===== src/rtl/id_ex_stage.sv =====
// ID/EX pipeline register with ALU control decode and EX operand preparation.
// Define FWD_EN to build the MEM/WB operand forwarding muxes; without it the latched register values drive the ALU.
module id_ex_stage #(
    parameter int DATA_W = 32,
    parameter int REG_AW = 5
) (
    input  logic              clk,
    input  logic              rst_n,
    input  logic              stall,
    input  logic              flush,
    input  logic              id_valid,
    input  logic [DATA_W-1:0] id_rd1,
    input  logic [DATA_W-1:0] id_rd2,
    input  logic [DATA_W-1:0] id_imm,
    input  logic [REG_AW-1:0] id_rs,
    input  logic [REG_AW-1:0] id_rt,
    input  logic [REG_AW-1:0] id_rd,
    input  logic [1:0]        id_aluop,
    input  logic              id_alusrc,
    input  logic              id_regdst,
    input  logic [2:0]        id_m_ctl,
    input  logic [1:0]        id_wb_ctl,
    input  logic              mem_regwrite,
    input  logic [REG_AW-1:0] mem_rd,
    input  logic [DATA_W-1:0] mem_data,
    input  logic              wb_regwrite,
    input  logic [REG_AW-1:0] wb_rd,
    input  logic [DATA_W-1:0] wb_data,
    output logic [DATA_W-1:0] alu_a,
    output logic [DATA_W-1:0] alu_b,
    output logic [2:0]        alu_control,
    output logic              ex_valid,
    output logic [DATA_W-1:0] ex_store_data,
    output logic [REG_AW-1:0] ex_dest,
    output logic [2:0]        ex_m_ctl,
    output logic [1:0]        ex_wb_ctl
);

    typedef struct packed {
        logic              valid;
        logic [DATA_W-1:0] rd1;
        logic [DATA_W-1:0] rd2;
        logic [DATA_W-1:0] imm;
        logic [REG_AW-1:0] rs;
        logic [REG_AW-1:0] rt;
        logic [REG_AW-1:0] rd;
        logic [1:0]        aluop;
        logic              alusrc;
        logic              regdst;
        logic [2:0]        m_ctl;
        logic [1:0]        wb_ctl;
    } idex_t;

    idex_t q;
    idex_t cap;

    always_comb begin
        cap        = '0;
        cap.valid  = id_valid;
        cap.rd1    = id_rd1;
        cap.rd2    = id_rd2;
        cap.imm    = id_imm;
        cap.rs     = id_rs;
        cap.rt     = id_rt;
        cap.rd     = id_rd;
        cap.aluop  = id_aluop;
        cap.alusrc = id_alusrc;
        cap.regdst = id_regdst;
        cap.m_ctl  = id_m_ctl;
        cap.wb_ctl = id_wb_ctl;
    end

    // Flush beats stall; an invalid ID slot is captured as a full bubble.
    always_ff @(posedge clk or negedge rst_n) begin
        if (!rst_n)
            q <= '0;
        else if (flush)
            q <= '0;
        else if (!stall)
            q <= id_valid ? cap : '0;
    end

    always_comb begin
        alu_control = 3'b010;
        case (q.aluop)
            2'b01: alu_control = 3'b110;
            2'b10: begin
                case (q.imm[5:0])
                    6'b100000: alu_control = 3'b010;
                    6'b100010: alu_control = 3'b110;
                    6'b100100: alu_control = 3'b000;
                    6'b100101: alu_control = 3'b001;
                    6'b101010: alu_control = 3'b111;
                    default:   alu_control = 3'b010;
                endcase
            end
            default: alu_control = 3'b010;
        endcase
    end

    logic [DATA_W-1:0] fa;
    logic [DATA_W-1:0] fb;

`ifdef FWD_EN
    logic mem_hit_a, mem_hit_b, wb_hit_a, wb_hit_b;

    // Register 0 is hardwired, so a write to it never forwards.
    assign mem_hit_a = mem_regwrite && (mem_rd != '0) && (mem_rd == q.rs);
    assign mem_hit_b = mem_regwrite && (mem_rd != '0) && (mem_rd == q.rt);
    assign wb_hit_a  = wb_regwrite  && (wb_rd  != '0) && (wb_rd  == q.rs);
    assign wb_hit_b  = wb_regwrite  && (wb_rd  != '0) && (wb_rd  == q.rt);

    always_comb begin
        fa = q.rd1;
        fb = q.rd2;
        if (mem_hit_a)     fa = mem_data;
        else if (wb_hit_a) fa = wb_data;
        if (mem_hit_b)     fb = mem_data;
        else if (wb_hit_b) fb = wb_data;
    end
`else
    logic unused_fwd;

    assign fa = q.rd1;
    assign fb = q.rd2;
    assign unused_fwd = ^{mem_regwrite, mem_rd, mem_data, wb_regwrite, wb_rd, wb_data, q.rs, q.rt};
`endif

    assign alu_a         = fa;
    assign alu_b         = q.alusrc ? q.imm : fb;
    assign ex_store_data = fb;
    assign ex_dest       = q.regdst ? q.rd : q.rt;
    assign ex_valid      = q.valid;
    assign ex_m_ctl      = q.m_ctl;
    assign ex_wb_ctl     = q.wb_ctl;

endmodule

===== config.mk =====
export PLATFORM = sky130hd
export DESIGN_NAME = id_ex_stage
export DESIGN_NICKNAME = d
export VERILOG_FILES = /design/src/rtl/id_ex_stage.sv
export SDC_FILE = /design/constraint.sdc
export NUM_CORES = 1
export LEC_CHECK = 0
export ABC_AREA = 1
export CAP_MARGIN = 5
export CORE_AREA = 10 10 134 124
export CTS_BUF_LIST = sky130_fd_sc_hd__clkbuf_4 sky130_fd_sc_hd__clkbuf_8
export DETAILED_ROUTE_END_ITERATION = 12
export DIE_AREA = 0 0 144 134
export PLACE_DENSITY_LB_ADDON = 0.1
export SYNTH_ARGS = -nofsm -noshare
export SYNTH_HDL_FRONTEND = slang
export SYNTH_SLANG_ARGS = --single-unit

===== constraint.sdc =====
create_clock -name clk -period 2.8 [get_ports clk]
set_clock_uncertainty 0.05 [all_clocks]
set_input_delay 0.84 -clock clk [delete_from_list [all_inputs] [get_ports clk]]
set_output_delay 0.84 -clock clk [all_outputs]
set_load 0.05 [all_outputs]

After elaboration in Yosys (flattened, before gate mapping)
Index checks and enable logic that the tools add are counted.

Eq/ne operators: 7. Muxes and demuxes: 7.

Operator list (count): two-way mux 121 bit (3); two-way mux 32 bit (1); equality test 6 bit, second input constant (4); case mux 3 bit (4 select lines) (1); case mux 3 bit (2 select lines) (1); two-way mux 5 bit (1); equality test 2 x 1 -> 1 bit, second input constant (1); equality test 2 bit, second input constant (1); != test 2 x 1 -> 1 bit, second input constant (1).

Bits in registers: 116. Bits of input ports: 201. Word-level logic and storage cells: 25.

Longest topological paths before layout
Depth in word-level cells: 3. Depth in mapped cells: 6.

Least setup slack after synthesis
No wires, ideal clock.

Path type: register to output. From: register q[6] (netlist name). To: output alu_b[23]. Data arrival time: 1.791 ns. Data required time: 1.910 ns. Slack: 0.119 ns. Stages on the path, launching flop included: 4. Path buffers: 2. Path through: dfrtp_1 -> buf_2 -> clkbuf_1 -> o21ai_0.

Longest elaborated chain between the ends: 1.

RTL lines: start, declared (line 54) `idex_t q;`; start signal, assigned (line 80) `q <= id_valid ? cap : '0;`; two-way mux 32 bit (line 130) `assign alu_b = q.alusrc ? q.imm : fb;`; end, declared (line 30) `output logic [DATA_W-1:0] alu_b,`.

Every way passes these cells.

Worst setup path after layout
From: register q[7] (netlist name). To: output alu_control[2].

Longest elaborated chain between the ends: 2. Elaborated cells on any way between the ends: 3. Classes of those cells: eq/ne: 2; mux: 1.

RTL lines: equality test 2 bit / equality test 2 x 1 -> 1 bit (equally long branches) (line 85) `case (q.aluop)`; case mux 3 bit (2 select lines) * (line 85); end, declared (line 31) `output logic [2:0] alu_control,`.

Mark *: on every way between the ends. The rest lies on a longest branch, timed or not.

==> impl_metrics.yaml <==
drt:
  wl_per_cell_microns: 17.29
  via_per_inst: 4.781
  drc: 0
  vias: 4819
  initialDrtViolationCount: 228
  wirelength_mm: 17.43
  dr.pass1.iters: 5
  postRouteAntennaNets: 0
outcome:
  status: "finished clean"
synthesis:
  synth_cells: 668
  synthTopCellsByCount: "160 x inv_1, 116 x dfrtp_1, 110 x o21ai_0"
  ys_async_sr_fraction_pct: 100.0
  synth_nets: 871
  yosysUniqueCellTypes: 18
  synth_seq_area_share_pct: 49.01
  syn_area_sq_um: 5923
  synth_edf_count: 0
  yosysMostFrequentCell: "inv_1"
  netlist.area_leader.share_pct: 49.01
  ys_warn_count: 0
  synth_area_leaders: "dfrtp_1 49%, inv_1 10%, o21ai_0 9.3%, buf_4 8.9%, o22ai_2 8.2%"
  synth_flop_cell: "dfrtp_1"
  yosysTopAreaCell: "dfrtp_1"
  synth-seq-cells: 116
  syn_avg_cell_area_sq_um: 8.867
floorplanning:
  core_sq_um: 13800
  ios: 311
  fp-row-count: 41
  start_util_pct: 42.92
  die_y_microns: 134
  fp.dieW_microns: 144
  die_area_sq_um: 19300
clocking:
  postCtsSetupRepairBufs: 0
  ctsHoldBuffers: 0
  cts_made_buffers: 17
  htree_num_levels: 4
  cts-root-buf: "clkbuf_8"
  insertion_delay_ns: 0.44
  cts.path.max_buffers: 2
  clock_sinks: 116
  cts_tree: "built"
  clkSlewWorstSetupHoldPaths_ns: 0.07
setup_path:
  r2r_setup_slack_ns: 1.74
  crit_family: "flip-flops"
  crit_top_cell: "inv_1"
  cpPeakStageDelay_ns: 0.38
  cp.required_ns: 1.91
  crit_path_max_fanout: 3
  crit_buf_inv: 3
  end_kind: "output port"
  path_class: "register to output port"
  worstPathCellList: "inv_1 > ha_2 > inv_1 > nor2_2 > nand3_1 > a21oi_2 > buf_12"
  r2r-start: "q[6]$_DFFE_PN0P_"
  cp.arrival_ns: 1.76
  reg2reg_to: "q[6]$_DFFE_PN0P_"
  cp-start-kind: "register"
  worst-r2r-cell-count: 3
  slowest_stage: "dfrtp_1"
sta:
  finalSetupTns_ns: 0
  slew_headroom_pct: 42.00
  grt_setup_unrepaired: "no"
  finalCriticalPeriod_ns: 2.652
  finalHoldViolations: 0
  setup_viol: 0
  worstMarginPinSlew_ns: 0.8700
  fin_crit_sh_pct: 94.71
  drv_slew: 0
  max_freq_mhz: 377.1
cells_and_area:
  post-route-cell-area_sq_um: 8621
  final_nets: 1024
  area_growth_syn_to_layout_pct: 45.54
  drive_gt1_share_pct: 15.83
  fillCellCount: 1159
placed_design:
  place_area_sq_um: 8167
  portBuffers: 229
  place.gp.congestion: 0.7788
  post-dp-hpwl_mm: 12.40
flow_run:
  drv_cap: 0
global_routing:
  grt_pass1_wl_mm: 27.48
  track_usage_pct: 18.19
  antenna_found_initial: 1
  overflow: 0
  grt_pass1_vias: 5028
  grt_max_degree: 75
pwr:
  p_leak_nw: 4.014
  max-vdd-ir-drop_mv: 0.3426
  power_density_nw_per_um2: 533.2
worst_hold_path:
  hp-class: "primary input to async pin"
-- cells by family (layout without fill, tap and decap cells) --
family	Yosys count	in the layout	share of synthesized area [%]
other cells	0	2	0
compound gates	153	153	17.93
simple gates	127	127	9.970
fa+ha+maj	2	2	0.4224
buf+inv	270	436	22.67
flops	116	116	49.01
-- stage by stage --
step	hold WS [ns]	instances	power, W	util (%)	setup slack (ns)
after floorplan	0.4260	668	0.002451	-	0.1187
after global placement	0.4418	974	0.002896	59.18	0.3914
after detailed placement	0.4503	974	0.002910	59.18	0.3906
after CTS	0.3472	1006	0.004654	62.37	0.03047
after global routing	0.3612	1006	0.004800	62.44	0.0006555
final	0.3478	1008	0.004597	62.47	0.1481
-- worst max path at each step --
stage / depth (start not counted) / start / slack [ns] / end
after floorplan: 3 / q[6]$_DFFE_PN0P_ / 0.12 / alu_b[23]
after global placement: 2 / q[5]$_DFFE_PN0P_ / 0.39 / ex_dest[3]
after detailed placement: 2 / q[5]$_DFFE_PN0P_ / 0.39 / ex_dest[3]
after CTS: 7 / q[7]$_DFFE_PN0P_ / 0.03 / alu_control[2]
after global routing: 7 / q[7]$_DFFE_PN0P_ / 0.0007 / alu_control[2]
final: 7 / q[7]$_DFFE_PN0P_ / 0.15 / alu_control[2]
-- routing by layer --
layer / global-route usage (%) / share of wire [%] / up-vias
li1: - / - / 2338
met5: 0 / 0 / -
met3: 9.813 / 11 / 18
met4: 6.179 / 1.6 / 0
met2: 28.60 / 48 / 181
met1: 20.55 / 39 / 2282
-- sequential cells by signal (all words and copies together), names as in the netlist --
signal	flops
ex_wb_ctl	2
ex_valid	1
ex_m_ctl	3
alu_a	32
ex_store_data	32
q	46
-- what timing repair did --
action / 4_1_cts / 5_1_grt
setup endpoints to repair: 2 / 1
gates resized for setup: 2 / 3
pin swaps: 0 / 1
-- cell usage in the layout, fill, tap and decap left out, drive strengths merged --
cell type      instances
nand3                 77
diode                  2
nand4                  2
clkdlybuf4s50        187
o21ai                110
clkbuf                22
inv                  161
nor2                   5
buf                   54
clkinv                 5
nand2                 43
ha                     2
dlygate4sd2            2
clkinvlp               1
a21oi                  1
o22ai                 42
dfrtp                116
bufinv                 4
-- power by group --
part	internal (W)	total (W)	switching (W)
logic	0.000438	0.00106	0.000621
clock network	0.00105	0.00173	0.000675
registers	0.00176	0.00181	0.0000484
total	0.00325	0.00460	0.00134
-- area by class of cell --
cell class	instances	area, sq um	area share, %
flip-flops and latches	116	2904	33.69
repair buffers	243	2755	31.96
multi-input cells	282	1694	19.65
inverters	161	604.3	7.010
clock buffers	22	290.3	3.367
well taps	172	215.2	2.496
clock inverters	10	152.6	1.771
diodes	2	5.005	0.05806
-- worst reg2reg max path, cell delays in order (launching register included) --
cell and delay (ns):
dfrtp_2 0.35, buf_4 0.32, nand3_1 0.13, o21ai_0 0.11
(Power assumes the default switching activity.)
